==> src/rtl/regfile_read_arbiter_pkg.sv <==
// Shared constants for the register-file read arbiter: mux geometry and the
// fixed requester slot assignments.
package regfile_read_arbiter_pkg;

    localparam int REG_SEL_WIDTH  = 4;
    localparam int REG_DATA_WIDTH = 32;

    localparam int REQ_DEBUG  = 0;
    localparam int REQ_ISSUE1 = 1;
    localparam int REQ_TRACE  = 2;
    localparam int REQ_SPARE  = 3;

endpackage

==> src/rtl/regfile_read_arbiter_rr_priority_picker.sv <==
// Combinational round-robin picker: finds the first asserted request starting
// at the pointer and wrapping, and reports it one-hot, encoded and as a valid flag.
module rr_priority_picker
    import regfile_read_arbiter_pkg::*;
#(
    parameter int NUM_REQ  = 4,
    parameter int ID_WIDTH = 2
) (
    input  logic [NUM_REQ-1:0]  i_req,
    input  logic [ID_WIDTH-1:0] i_ptr,
    output logic [NUM_REQ-1:0]  o_onehot,
    output logic [ID_WIDTH-1:0] o_index,
    output logic                o_any
);

    logic [ID_WIDTH-1:0] w_cand;

    // The first hit in ptr-relative order wins; later hits are ignored.
    always_comb begin
        o_onehot = '0;
        o_index  = '0;
        o_any    = 1'b0;
        w_cand   = '0;
        for (int k = 0; k < NUM_REQ; k++) begin
            w_cand = ID_WIDTH'((int'(i_ptr) + k) % NUM_REQ);
            if (!o_any && i_req[w_cand]) begin
                o_onehot[w_cand] = 1'b1;
                o_index          = w_cand;
                o_any            = 1'b1;
            end
        end
    end

endmodule

==> src/rtl/regfile_read_arbiter.sv <==
// Round-robin arbiter sharing one 16:1 register read mux among NUM_REQ requesters.
// Optional RDARB_CONFLICT_STATS_EN adds a saturating conflict_count output.
module regfile_read_arbiter
    import regfile_read_arbiter_pkg::*;
#(
    parameter int DATA_WIDTH = REG_DATA_WIDTH,
    parameter int NUM_REQ    = 4,
    parameter int ID_WIDTH   = 2
) (
    input  logic                       clk,
    input  logic                       reset,
    input  logic [NUM_REQ-1:0]         req,
    input  logic [4*NUM_REQ-1:0]       addr,
    output logic [REG_SEL_WIDTH-1:0]   mux_select,
    input  logic [DATA_WIDTH-1:0]      mux_out,
    output logic [NUM_REQ-1:0]         grant,
    output logic [DATA_WIDTH-1:0]      rdata,
    output logic                       rvalid,
    output logic [ID_WIDTH-1:0]        rid
`ifdef RDARB_CONFLICT_STATS_EN
    ,
    output logic [15:0]                conflict_count
`endif
);

    logic [ID_WIDTH-1:0]      r_ptr;
    logic [NUM_REQ-1:0]       r_grant;
    logic [REG_SEL_WIDTH-1:0] r_mux_select;
    logic [ID_WIDTH-1:0]      r_id;
    logic                     r_v1;
    logic [DATA_WIDTH-1:0]    r_rdata;
    logic                     r_rvalid;
    logic [ID_WIDTH-1:0]      r_rid;

    logic [NUM_REQ-1:0]       w_req_masked;
    logic [NUM_REQ-1:0]       w_win_onehot;
    logic [ID_WIDTH-1:0]      w_win_idx;
    logic                     w_win_any;
    logic [REG_SEL_WIDTH-1:0] w_win_addr;
    logic [ID_WIDTH-1:0]      w_ptr_next;

    // Whoever holds grant this cycle sits out the next edge, so a requester
    // dropping req after seeing grant is never granted twice.
    assign w_req_masked = req & ~r_grant;

    rr_priority_picker #(
        .NUM_REQ  (NUM_REQ),
        .ID_WIDTH (ID_WIDTH)
    ) u_picker (
        .i_req    (w_req_masked),
        .i_ptr    (r_ptr),
        .o_onehot (w_win_onehot),
        .o_index  (w_win_idx),
        .o_any    (w_win_any)
    );

    always_comb begin
        w_win_addr = '0;
        for (int i = 0; i < NUM_REQ; i++) begin
            if (w_win_idx == ID_WIDTH'(i)) begin
                w_win_addr = addr[i*4 +: 4];
            end
        end
    end

    assign w_ptr_next = (w_win_idx == ID_WIDTH'(NUM_REQ - 1)) ? '0 : w_win_idx + 1'b1;

    // Stage 1 registers the grant and mux select; stage 2 captures mux data.
    always_ff @(posedge clk) begin
        if (reset) begin
            r_ptr        <= '0;
            r_grant      <= '0;
            r_mux_select <= '0;
            r_id         <= '0;
            r_v1         <= 1'b0;
            r_rdata      <= '0;
            r_rvalid     <= 1'b0;
            r_rid        <= '0;
        end else begin
            r_grant  <= w_win_onehot;
            r_v1     <= w_win_any;
            r_rvalid <= r_v1;
            if (w_win_any) begin
                r_mux_select <= w_win_addr;
                r_id         <= w_win_idx;
                r_ptr        <= w_ptr_next;
            end
            if (r_v1) begin
                r_rdata <= mux_out;
                r_rid   <= r_id;
            end
        end
    end

    assign grant      = r_grant;
    assign mux_select = r_mux_select;
    assign rdata      = r_rdata;
    assign rvalid     = r_rvalid;
    assign rid        = r_rid;

`ifdef RDARB_CONFLICT_STATS_EN
    logic [15:0] r_conflict_count;
    logic        w_multi;

    // Clearing the lowest set bit leaves something only if two or more bits were set.
    assign w_multi = |(w_req_masked & (w_req_masked - 1'b1));

    always_ff @(posedge clk) begin
        if (reset) begin
            r_conflict_count <= '0;
        end else if (w_multi && (r_conflict_count != 16'hFFFF)) begin
            r_conflict_count <= r_conflict_count + 16'd1;
        end
    end

    assign conflict_count = r_conflict_count;
`endif

endmodule

==> config.mk <==
export PLATFORM = sky130hd
export DESIGN_NAME = regfile_read_arbiter
export DESIGN_NICKNAME = d
export VERILOG_FILES = /design/src/rtl/regfile_read_arbiter_pkg.sv /design/src/rtl/regfile_read_arbiter_rr_priority_picker.sv /design/src/rtl/regfile_read_arbiter.sv
export SDC_FILE = /design/constraint.sdc
export NUM_CORES = 1
export LEC_CHECK = 0
export CAP_MARGIN = 10
export CORE_MARGIN = 1.5
export CORE_UTILIZATION = 44
export CTS_BUF_LIST = sky130_fd_sc_hd__clkbuf_4 sky130_fd_sc_hd__clkbuf_8
export DETAILED_ROUTE_END_ITERATION = 12
export PLACE_DENSITY = 0.85
export SLEW_MARGIN = 40
export SYNTH_ARGS = -nofsm -noshare
export SYNTH_HDL_FRONTEND = slang
export SYNTH_HIERARCHICAL = 1
export SYNTH_SLANG_ARGS = --single-unit
export TNS_END_PERCENT = 100
==> constraint.sdc <==
create_clock -name clk -period 3.95 [get_ports clk]
set_input_delay 0.395 -clock clk [delete_from_list [all_inputs] [get_ports clk]]
set_output_delay 0.395 -clock clk [all_outputs]
set_load 0.02 [all_outputs]
==> impl_results.md <==
- Clock skew: 0.00719 ns
- Layout cell share with drive strength beyond 1: 0.0609
- Die area: 5560 µm²
- HPWL after DPL: 4.05 mm
- Share of flip-flops with an asynchronous set or reset: 0
- GRT Total Usage: 0.198
- Die width: 74.6 µm
- Hold slack final: 0.497 ns
- Initial DRC count: 115
- Predominant post-synthesis flop cell: dfxtp_1
- Via/cell ratio: 5.19
- Drt wl/cell: 14.8 µm
- Routed Antenna Nets: 0
- Nets: 374
- Vias in the first global route: 1836
- Fillers: 416
- Commonest non-fill, non-tap cell in the layout: clkdlybuf4s50_1
- Initial Utilization: 0.468
- Kind of critical path: register to register
- EDFF count, synth: 0
- Area occupied by multi-input gates: 1170 µm²
- Post-Layout Cell Count: 379
- Worst skew pair latency: 0.30 ns
- RD Place Congestion: 0.801
- Core Area: 4820 µm²
- Setup crit end kind: register
- Post-synth cell types: 37
- Unrepaired setup endpoints after global routing: no
- CTS tree: built
- Worst Tran Pin Value: 0.604 ns
- Setup TNS: 0 ns
- Diode count: 0
- Fin crit period: 3.39 ns
- R2R setup slack: 0.56 ns
- Global-route wire length before repair: 8.42 mm
- Mean Syn Cell Area: 10.2 µm²
- Max clock buf depth: 2
- Max-slew headroom: 0.594
- CTS H-tree depth: 2
- Startpoint types: register
- Gr ovfl total: 0
- PwrDens: 692 nW/µm²
- Cell Chain, Critical Path: inv_1 -> ha_1 -> mux4_2 -> and2b_2 -> o21ai_0 -> o31ai_1 -> inv_1 -> ha_1 -> nor3b_2 -> a22oi_1 -> a211oi_1
- Worst Path Arrival: 3.59 ns
- Post-Synthesis Cells: 220
- Die Y: 74.6 µm
- Post-CTS setup-driven buffer insertion count: 0
- Placed Cells: 371
- Mapped Nets: 283
- DRT Wirelength: 5.60 mm
- Tcrit/Tclk final: 0.858
- Synthesis-to-layout area growth: 48.3%
- Worst-path clk slew: 0.09 ns
- DRT Pass-1 Iters: 4
- Post-cts sizing count: 0
- Most frequent cells in the layout: clkdlybuf4s50_1, dfxtp_1, nor2_1
- Post-CTS Hold Buffers: 0
- Initial antenna violation count: 0
- Final setup viols: 0
- Synth Cell Area: 2250 µm²
- Vias: 1968
- Number of max-cap violations: 0
- Slew Viols, Final: 0
- Hold Fails Final Rpt: 0
- I/O Pins: 97
- Num CTS Buffers: 5
- Largest net degree at the start of global routing: 36
- FF/Latch Area: 965 µm²
- Rows: 25
- Max Fclk: 295 MHz
- Status: completed
- Clock tree root buffer cell: clkbuf_8
- CP max-delay cell: dfxtp_1
- Worst hold path class: register to register
- I/O Buffers: 96
- Sequential fraction of the synthesis area: 0.426
- Worst EP required: 4.15 ns
- LEAKAGE: 1.36 nW
- Crit path largest cell delay: 0.55 ns
- Seq cells post-synth: 48
- Worst Path Max Fanout: 10
- DRC: 0
- Peak VDD IR: 0.357 mV
- Syn. warnings: 6
- Clock sink count: 48
state kept, by name, summed over array words and instances (netlist names):
signal	count
r_id	2
rvalid	1
rid	2
r_v1	1
rdata	32
r_ptr	2
mux_select	4
grant	4
worst paths after layout:
check,startpoint,endpoint,depth (start not counted)
setup / recovery,r_ptr[1],mux_select[1],11
hold / removal,rdata[21],rdata[21],2
setup reg to reg,r_ptr[1],mux_select[1],11
hold reg to reg,rdata[21],rdata[21],2
per-layer routing:
| metal | track usage | share of wire | wire length [µm] | vias to the layer above |
|---|---|---|---|---|
| met5 | 0 | 0 | 0 | - |
| met4 | 0.0626 | 0.015 | 82 | 0 |
| met3 | 0.0528 | 0.060 | 338 | 8 |
| met2 | 0.337 | 0.50 | 2820 | 85 |
| met1 | 0.246 | 0.42 | 2360 | 917 |
| li1 | - | - | - | 958 |
worst max-delay path: cells and delay by family, from the launching register on:
kind	cells	cell delay [ns]
flops	1	0.55
buf+inv	2	0.32
fa+ha+maj	2	0.74
mux	1	0.45
compound gates	4	0.65
simple gates	2	0.59
cells by family after synthesis:
group	after synthesis	synth area share
flops	48	0.426
simple gates	63	0.141
fa+ha+maj	9	0.0500
compound gates	34	0.108
mux	44	0.222
buf+inv	22	0.0528
area by class of cell:
cell class,instances,share of cell area
repair buffers,98,0.292
multi-input cells,150,0.351
well taps,67,0.0251
clock inverters,3,0.0135
clock buffers,5,0.0206
flip-flops and latches,48,0.289
inverters,8,0.00899
metrics by stage:
stage	cell area [µm²]	total power, mW	setup slack, ns	util
final	3340	2.31	0.559	0.694
after global routing	3340	2.46	0.325	0.694
after CTS	3340	2.32	0.590	0.694
after detailed placement	3230	1.95	0.432	0.670
after global placement	3230	1.91	0.600	0.670
after floorplan	2250	1.61	0.980	-
synth_stat cells, drive strengths merged, types with 2 or more instances:
library cell  number  area [µm²]
a211oi             3        22.5
a21oi              2        10.0
a221oi             3        26.3
a22oi             11        82.6
and2b              2        16.3
buf                9        70.1
clkbuf             5        18.8
dfxtp             48         961
ha                 9         113
inv                8        30.0
mux2               2        22.5
mux2i             38         380
mux4               4        97.6
nand2              3        11.3
nor2              40         150
nor2b             10        62.6
nor3b              3        27.5
o21ai              6        30.0
o22ai              3        18.8
report_power, final:
group | switching, mW | internal (mW) | leakage [nW]
registers | 0.111 | 0.591 | 0.396
logic | 0.635 | 0.616 | 0.904
clock network | 0.168 | 0.191 | 0.0591
total | 0.914 | 1.40 | 1.36
(Power assumes the default switching activity.)
